$ cat src/rtl/matrix_scanner_pkg.sv
// Shared types and sizing helpers for the switch-matrix scanner.
package matrix_scanner_pkg;

  typedef enum logic [1:0] {
    S_IDLE,
    S_SETTLE,
    S_SAMPLE
  } scan_state_t;

  // Counter only needs to reach DEBOUNCE_SCANS-1; keep at least one bit.
  function automatic int count_width(input int debounce_scans);
    return (debounce_scans < 2) ? 1 : $clog2(debounce_scans);
  endfunction

endpackage

$ cat src/rtl/matrix_scanner_if.sv
// Row drive, column sense and debounced-state bundle of the switch-matrix scanner.
interface matrix_scanner_if #(
  parameter int N = 8
);
  localparam int RW = $clog2(N);

  logic             ena;
  logic [N-1:0]     rows;
  logic [N-1:0]     cols;
  logic [RW:0]      x;
  logic [N*N-1:0]   cells;
  logic             press_valid;
  logic [RW-1:0]    press_row;
  logic [RW-1:0]    press_col;
  logic             scan_done;

  modport master (
    output ena, cols,
    input  rows, x, cells, press_valid, press_row, press_col, scan_done
  );

  modport slave (
    input  ena, cols,
    output rows, x, cells, press_valid, press_row, press_col, scan_done
  );
endinterface

$ cat src/rtl/matrix_scanner_cell_debouncer.sv
// Per-switch debouncer: the stable state flips only after DEBOUNCE_SCANS
// consecutive disagreeing samples; rise flags the sample that makes a 0->1 flip.
module cell_debouncer
  import matrix_scanner_pkg::*;
#(
  parameter int DEBOUNCE_SCANS = 3
) (
  input  logic clk,
  input  logic rst,
  input  logic sample_en,
  input  logic sample,
  output logic stable,
  output logic rise
);
  localparam int CW = count_width(DEBOUNCE_SCANS);
  localparam logic [CW-1:0] LAST = CW'(DEBOUNCE_SCANS - 1);

  logic          stable_q, stable_d;
  logic [CW-1:0] count_q, count_d;

  always_comb begin
    stable_d = stable_q;
    count_d  = count_q;
    rise     = 1'b0;
    if (sample_en) begin
      if (sample == stable_q) begin
        count_d = '0;
      end else if (count_q == LAST) begin
        stable_d = sample;
        count_d  = '0;
        rise     = sample;
      end else begin
        count_d = count_q + 1'b1;
      end
    end
  end

  always_ff @(posedge clk or negedge rst) begin
    if (!rst) begin
      stable_q <= 1'b0;
      count_q  <= '0;
    end else begin
      stable_q <= stable_d;
      count_q  <= count_d;
    end
  end

  assign stable = stable_q;

endmodule

$ cat src/rtl/matrix_scanner.sv
// Row-scanning reader for an N x N switch matrix: drives one row at a time,
// debounces every switch and reports single-cycle press events.
module matrix_scanner
  import matrix_scanner_pkg::*;
#(
  parameter int N              = 8,
  parameter int SETTLE_CYCLES  = 4,
  parameter int DEBOUNCE_SCANS = 3
) (
  input  logic               clk,
  input  logic               rst,
  matrix_scanner_if.slave    bus
);
  localparam int RW = $clog2(N);
  localparam int XW = RW + 1;
  localparam int CW = $clog2(SETTLE_CYCLES);
  localparam logic [CW-1:0] SETTLE_LAST = CW'(SETTLE_CYCLES - 1);
  localparam logic [N-1:0]  ROW_ONE = {{(N-1){1'b0}}, 1'b1};

  scan_state_t     state_q;
  logic [CW-1:0]   cnt_q;
  logic [XW-1:0]   x_q, x_d;
  logic [N-1:0]    rows_q;
  logic [N-1:0]    sync1_q, sync2_q;
  logic            press_valid_q, scan_done_q;
  logic [RW-1:0]   press_row_q, press_col_q;

  logic            sampling;
  logic [N-1:0]    row_en;
  logic [N*N-1:0]  cells_w, rise_all;
  logic [N-1:0]    row_rise;
  logic [RW-1:0]   col_enc;

  // Column lines are asynchronous to clk; nothing downstream sees them unsynced.
  always_ff @(posedge clk or negedge rst) begin
    if (!rst) begin
      sync1_q <= '0;
      sync2_q <= '0;
    end else begin
      sync1_q <= bus.cols;
      sync2_q <= sync1_q;
    end
  end

  assign sampling = (state_q == S_SAMPLE) && bus.ena;

  always_comb begin
    x_d = (x_q == XW'(N - 1)) ? '0 : x_q + 1'b1;
    for (int r = 0; r < N; r++) begin
      row_en[r] = sampling && (x_q == XW'(r));
    end
  end

  genvar gi;
  generate
    for (gi = 0; gi < N * N; gi++) begin : g_cell
      cell_debouncer #(
        .DEBOUNCE_SCANS(DEBOUNCE_SCANS)
      ) u_cell (
        .clk       (clk),
        .rst       (rst),
        .sample_en (row_en[gi / N]),
        .sample    (sync2_q[gi % N]),
        .stable    (cells_w[gi]),
        .rise      (rise_all[gi])
      );
    end
  endgenerate

  // Only the sampled row can rise, so OR-folding rows isolates its rises.
  always_comb begin
    row_rise = '0;
    for (int r = 0; r < N; r++) begin
      row_rise = row_rise | rise_all[N*r +: N];
    end
    col_enc = '0;
    for (int c = N - 1; c >= 0; c--) begin
      if (row_rise[c]) col_enc = RW'(c);
    end
  end

  always_ff @(posedge clk or negedge rst) begin
    if (!rst) begin
      state_q       <= S_IDLE;
      cnt_q         <= '0;
      x_q           <= '0;
      rows_q        <= '0;
      press_valid_q <= 1'b0;
      press_row_q   <= '0;
      press_col_q   <= '0;
      scan_done_q   <= 1'b0;
    end else begin
      press_valid_q <= 1'b0;
      scan_done_q   <= 1'b0;
      if (!bus.ena) begin
        state_q <= S_IDLE;
        cnt_q   <= '0;
        x_q     <= '0;
        rows_q  <= '0;
      end else begin
        case (state_q)
          S_IDLE: begin
            state_q <= S_SETTLE;
            cnt_q   <= '0;
            rows_q  <= ROW_ONE << x_q;
          end
          S_SETTLE: begin
            cnt_q <= cnt_q + 1'b1;
            if (cnt_q == SETTLE_LAST) state_q <= S_SAMPLE;
          end
          S_SAMPLE: begin
            state_q <= S_SETTLE;
            cnt_q   <= '0;
            x_q     <= x_d;
            rows_q  <= ROW_ONE << x_d;
            if (|row_rise) begin
              press_valid_q <= 1'b1;
              press_row_q   <= x_q[RW-1:0];
              press_col_q   <= col_enc;
            end
            if (x_q == XW'(N - 1)) scan_done_q <= 1'b1;
          end
          default: begin
            state_q <= S_IDLE;
            rows_q  <= '0;
          end
        endcase
      end
    end
  end

  assign bus.rows        = rows_q;
  assign bus.x           = x_q;
  assign bus.cells       = cells_w;
  assign bus.press_valid = press_valid_q;
  assign bus.press_row   = press_row_q;
  assign bus.press_col   = press_col_q;
  assign bus.scan_done   = scan_done_q;

endmodule
$ cat src/flat_wrapper.sv
// flat-port wrapper written by rule: the top's interface ports become plain ports
module matrix_scanner_flat import matrix_scanner_pkg::*;
#(
  parameter int N              = 8,
  parameter int SETTLE_CYCLES  = 4,
  parameter int DEBOUNCE_SCANS = 3
)
  (clk, rst, bus_ena, bus_cols, bus_rows, bus_x, bus_cells, bus_press_valid, bus_press_row, bus_press_col, bus_scan_done);
  matrix_scanner_if #(.N(N)) bus_i ();
  input  logic clk;
  input  logic rst;
  input wire logic [$bits(bus_i.ena)-1:0] bus_ena;
  input wire logic [$bits(bus_i.cols)-1:0] bus_cols;
  output wire logic [$bits(bus_i.rows)-1:0] bus_rows;
  output wire logic [$bits(bus_i.x)-1:0] bus_x;
  output wire logic [$bits(bus_i.cells)-1:0] bus_cells;
  output wire logic [$bits(bus_i.press_valid)-1:0] bus_press_valid;
  output wire logic [$bits(bus_i.press_row)-1:0] bus_press_row;
  output wire logic [$bits(bus_i.press_col)-1:0] bus_press_col;
  output wire logic [$bits(bus_i.scan_done)-1:0] bus_scan_done;
  assign bus_i.ena = bus_ena;
  assign bus_i.cols = bus_cols;
  assign bus_rows = bus_i.rows;
  assign bus_x = bus_i.x;
  assign bus_cells = bus_i.cells;
  assign bus_press_valid = bus_i.press_valid;
  assign bus_press_row = bus_i.press_row;
  assign bus_press_col = bus_i.press_col;
  assign bus_scan_done = bus_i.scan_done;
  matrix_scanner #(.N(N), .SETTLE_CYCLES(SETTLE_CYCLES), .DEBOUNCE_SCANS(DEBOUNCE_SCANS)) u_core (.clk(clk), .rst(rst), .bus(bus_i));
endmodule
$ cat config.mk
export PLATFORM = sky130hd
export DESIGN_NAME = matrix_scanner_flat
export DESIGN_NICKNAME = d
export VERILOG_FILES = /design/src/rtl/matrix_scanner_pkg.sv /design/src/rtl/matrix_scanner_if.sv /design/src/rtl/matrix_scanner_cell_debouncer.sv /design/src/rtl/matrix_scanner.sv /design/src/flat_wrapper.sv
export SDC_FILE = /design/constraint.sdc
export NUM_CORES = 1
export LEC_CHECK = 0
export CAP_MARGIN = 5
export CELL_PAD_IN_SITES_DETAIL_PLACEMENT = 0
export CELL_PAD_IN_SITES_GLOBAL_PLACEMENT = 1
export CORE_ASPECT_RATIO = 1.75
export CORE_UTILIZATION = 40
export DETAILED_ROUTE_END_ITERATION = 10
export PLACE_DENSITY = 0.82
export SLEW_MARGIN = 20
export SYNTH_ARGS = -nofsm -noshare
export SYNTH_HDL_FRONTEND = slang
export SYNTH_SLANG_ARGS = --single-unit
$ cat constraint.sdc
create_clock -name clk -period 3.53 [get_ports clk]
set_input_delay 1.059 -clock clk [delete_from_list [all_inputs] [get_ports clk]]
set_output_delay 1.059 -clock clk [all_outputs]
set_load 0.02 [all_outputs]
==> results_dict.tcl <==
set metrics [dict create \
    path_depth 9 \
    setup.worst_path.class "in -> reg" \
    yosysTopAreaCell "dfrtp_1" \
    tritoncts "yes" \
    drive_gt1_frac 0.199 \
    synth_commonest_cells "dfrtp_1 (232), nand2_1 (156), mux2_2 (94)" \
    path_cells "clkdlybuf4s50_1 -> and4b_1 -> buf_4 -> nand4b_1 -> o22ai_1 -> o41a_1 -> nor4_4 -> nand3_4 -> mux2_4" \
    io_pins 95 \
    hpwl_mm 20.0 \
    max_stage_delay_ns 0.54 \
    ys_ff_latch 232 \
    top_usage_layer "met2" \
    cts.htree.levels 1 \
    synthTopCellsByArea "dfrtp_1 (51%), mux2_2 (9.3%), nand2_1 (5.1%)" \
    grt_usage 0.196 \
    rr_worst_depth 11 \
    die-area_mm2 0.0291 \
    die_x_um 129 \
    clock_latency_ns 0.51 \
    met3_usage 0.0230 \
    routabilityCongestion 0.834 \
    dr.first_iter.drc_count 453 \
    grt_max_degree 101 \
    path_buf_inv 2 \
    pre_cts_slack_ns -0.312 \
    routedWlPerCell_um 17.7 \
    clock-sinks 232 \
    fp.dieH_um 225 \
    initial_utilization 0.407 \
    drv_cap 0 \
    r2r-end "u_core.bus.press_col[1]" \
    hp-start "u_core.sync1_q[2]" \
    viasPerCell 5.25 \
    grt_use_met1 0.242 \
    slowest_stage "clkdlybuf4s50_1" \
    fillCellCount 2608 \
    fin_nets 1173 \
    hp-class "reg -> reg" \
    synthMostInstantiatedCell "dfrtp_1" \
    antenna_found_initial 0 \
    fmax_mhz 298 \
    vias 8111 \
    final_util 0.483 \
    power_density_mw_per_mm2 390 \
    relSlewSlack 0.461 \
    synthDistinctLibCells 67 \
    status "finished clean" \
    peakVddDrop_v 0.000273 \
    grt_pass1_vias 8255 \
    postCtsSetupBuffers 0 \
    cts_buffers 23 \
    setup_viol 0 \
    wl_mm 27.4 \
    first_pass_iters 5 \
    io_buffers 94 \
    critPathArrivalTime_ns 3.75 \
    diodes 0 \
    fin_crit_sh 0.949 \
    layout_min_cycle_time_ns 3.35 \
    grt_pass1_wl_mm 44.1 \
    startpoint_type "primary input" \
    syn_area_mm2 0.0114 \
    hold_violations 0 \
    synth_top_area_share 0.511 \
    setup.worst_path.start "bus_ena" \
    drc 0 \
    num_rows 81 \
    timing.rr.start "u_core.bus.x[0]" \
    critPathTopFamily "simple AND/OR/NAND/NOR gates" \
    finalClockSkew_ns 0.00822 \
    core_mm2 0.0280 \
    synth_edf_count 0 \
    clockRootBuffer "clkbuf_16" \
    p_leak_uw 0.00616 \
    cts_hold_buf 0 \
    overflow 0 \
    post_cts_resized 0 \
    endpoint_kind "register" \
    yosysWarnings 0 \
    worst_slew_pin_slew_ns 0.808 \
    async_flop_share 1.00 \
    worst_hold_slack_ns 0.346 \
    slew_violations 0 \
    clk_pin_slew_worst_paths_ns 0.06 \
    use_met2 0.341 \
    ant_nets 0 \
    critPathRequiredTime_ns 3.93 \
    syn-instance-count 1060 \
    rsz0062_at_grt "no" \
    syn_avg_cell_area_um2 10.7 \
    area_growth_pct 18.8 \
    synth_nets 1076 \
    dominantRegCellSynth "dfrtp_1" \
    seq_area_frac_synth 0.511 \
    critPathCapture "u_core.bus.press_row[1]" \
    path_max_fanout 7 \
    timing.final.ws_setup_ns 0.179 \
    clock_path_buffers 3 \
    setup.reg_to_reg.worst_slack_ns 0.41 \
]
## sequential cells by signal, summed over array words and instances, names as in the netlist
name and count:
u_core.bus.press_col 3, u_core.bus.press_row 3, u_core.bus.press_valid 1, u_core.bus.rows 8
u_core.bus.scan_done 1, u_core.bus.x 4, u_core.cnt_q 2, u_core.g_cell.u_cell.count_q 128
u_core.g_cell.u_cell.stable 64, u_core.state_q 2, u_core.sync1_q 8, u_core.sync2_q 8
## cells in the final DEF, fill, tap and decap left out, types with 4 or more instances in the layout
cell type,n
inv_1,14
a32o_1,4
nand4b_1,31
or3_1,4
nor4_1,11
xnor2_1,59
clkbuf_1,7
ha_1,5
nor3_1,39
nor4b_1,4
nand2_1,156
clkdlybuf4s50_1,93
nor3b_1,8
dfrtp_1,232
o221ai_1,5
xor2_1,6
nand2b_1,24
nor2_1,59
clkbuf_16,23
nand3_1,31
a22o_1,36
nand4_1,7
nor2b_1,11
mux2_2,94
o41a_1,4
o31ai_1,7
buf_4,88
o21ai_0,30
clkbuf_8,5
nor4bb_1,4
o22ai_1,8
## area by class of cell
type	count	area, um2	area share
clock buffers	35	671	0.0496
well taps	373	467	0.0345
repair buffers	184	1650	0.122
multi-input cells	701	4800	0.356
clock inverters	5	56.3	0.00417
inverters	15	58.8	0.00435
flip-flops and latches	232	5810	0.430
## worst min-delay path by stage
stage,endpoint,depth (start not counted)
after CTS,u_core.sync2_q[6],0
after global placement,u_core.sync2_q[2],0
after detailed placement,u_core.sync2_q[2],0
after global routing,u_core.sync2_q[6],0
after floorplan,u_core.sync2_q[0],0
final,u_core.sync2_q[2],0
## where the power goes
part / internal, uW / total, uW / switching, uW
combinational: 58.1 / 155 / 97.2
sequential: 2670 / 2700 / 30.1
clock: 1380 / 2410 / 1030
## layer usage
layer  vias up  part of all wire
met5         -                 0
met4         0             0.039
met3        52             0.036
met2       156              0.51
met1      4062              0.42
li1       3841                 -
## through the flow
stage | total power [uW] | setup TNS (ns) | std cells | cell area [um2]
2_1_floorplan | 2810 | 0 | 1060 | 11400
3_3_place_gp | 2910 | -1.14 | 1505 | 12800
3_5_place_dp | 2910 | -1.62 | 1505 | 12800
4_1_cts | 5350 | 0 | 1545 | 13500
5_1_grt | 5460 | 0 | 1545 | 13500
6_report | 5270 | 0 | 1545 | 13500
## worst reg2reg max path: stages, from the launching register on
cell      delay, ns
dfrtp_1        0.44
buf_4          0.17
ha_1           0.36
and3b_4        0.32
nand2_4        0.11
buf_4          0.23
o21ai_0        0.17
o41ai_1        0.49
and2b_1        0.26
buf_4          0.13
a21boi_0       0.08
o31a_1         0.24
## kinds of logic after synthesis
group,Yosys count,share of synthesized area
AOI/OAI and AO/OA,115,0.0758
xor gates and xnor gates,65,0.0501
adders and majority gates,5,0.00550
buffers and inverters,127,0.0671
DFF,232,0.511
muxes,100,0.0997
and+or+nand+nor,416,0.191
(Power assumes the default switching activity.)
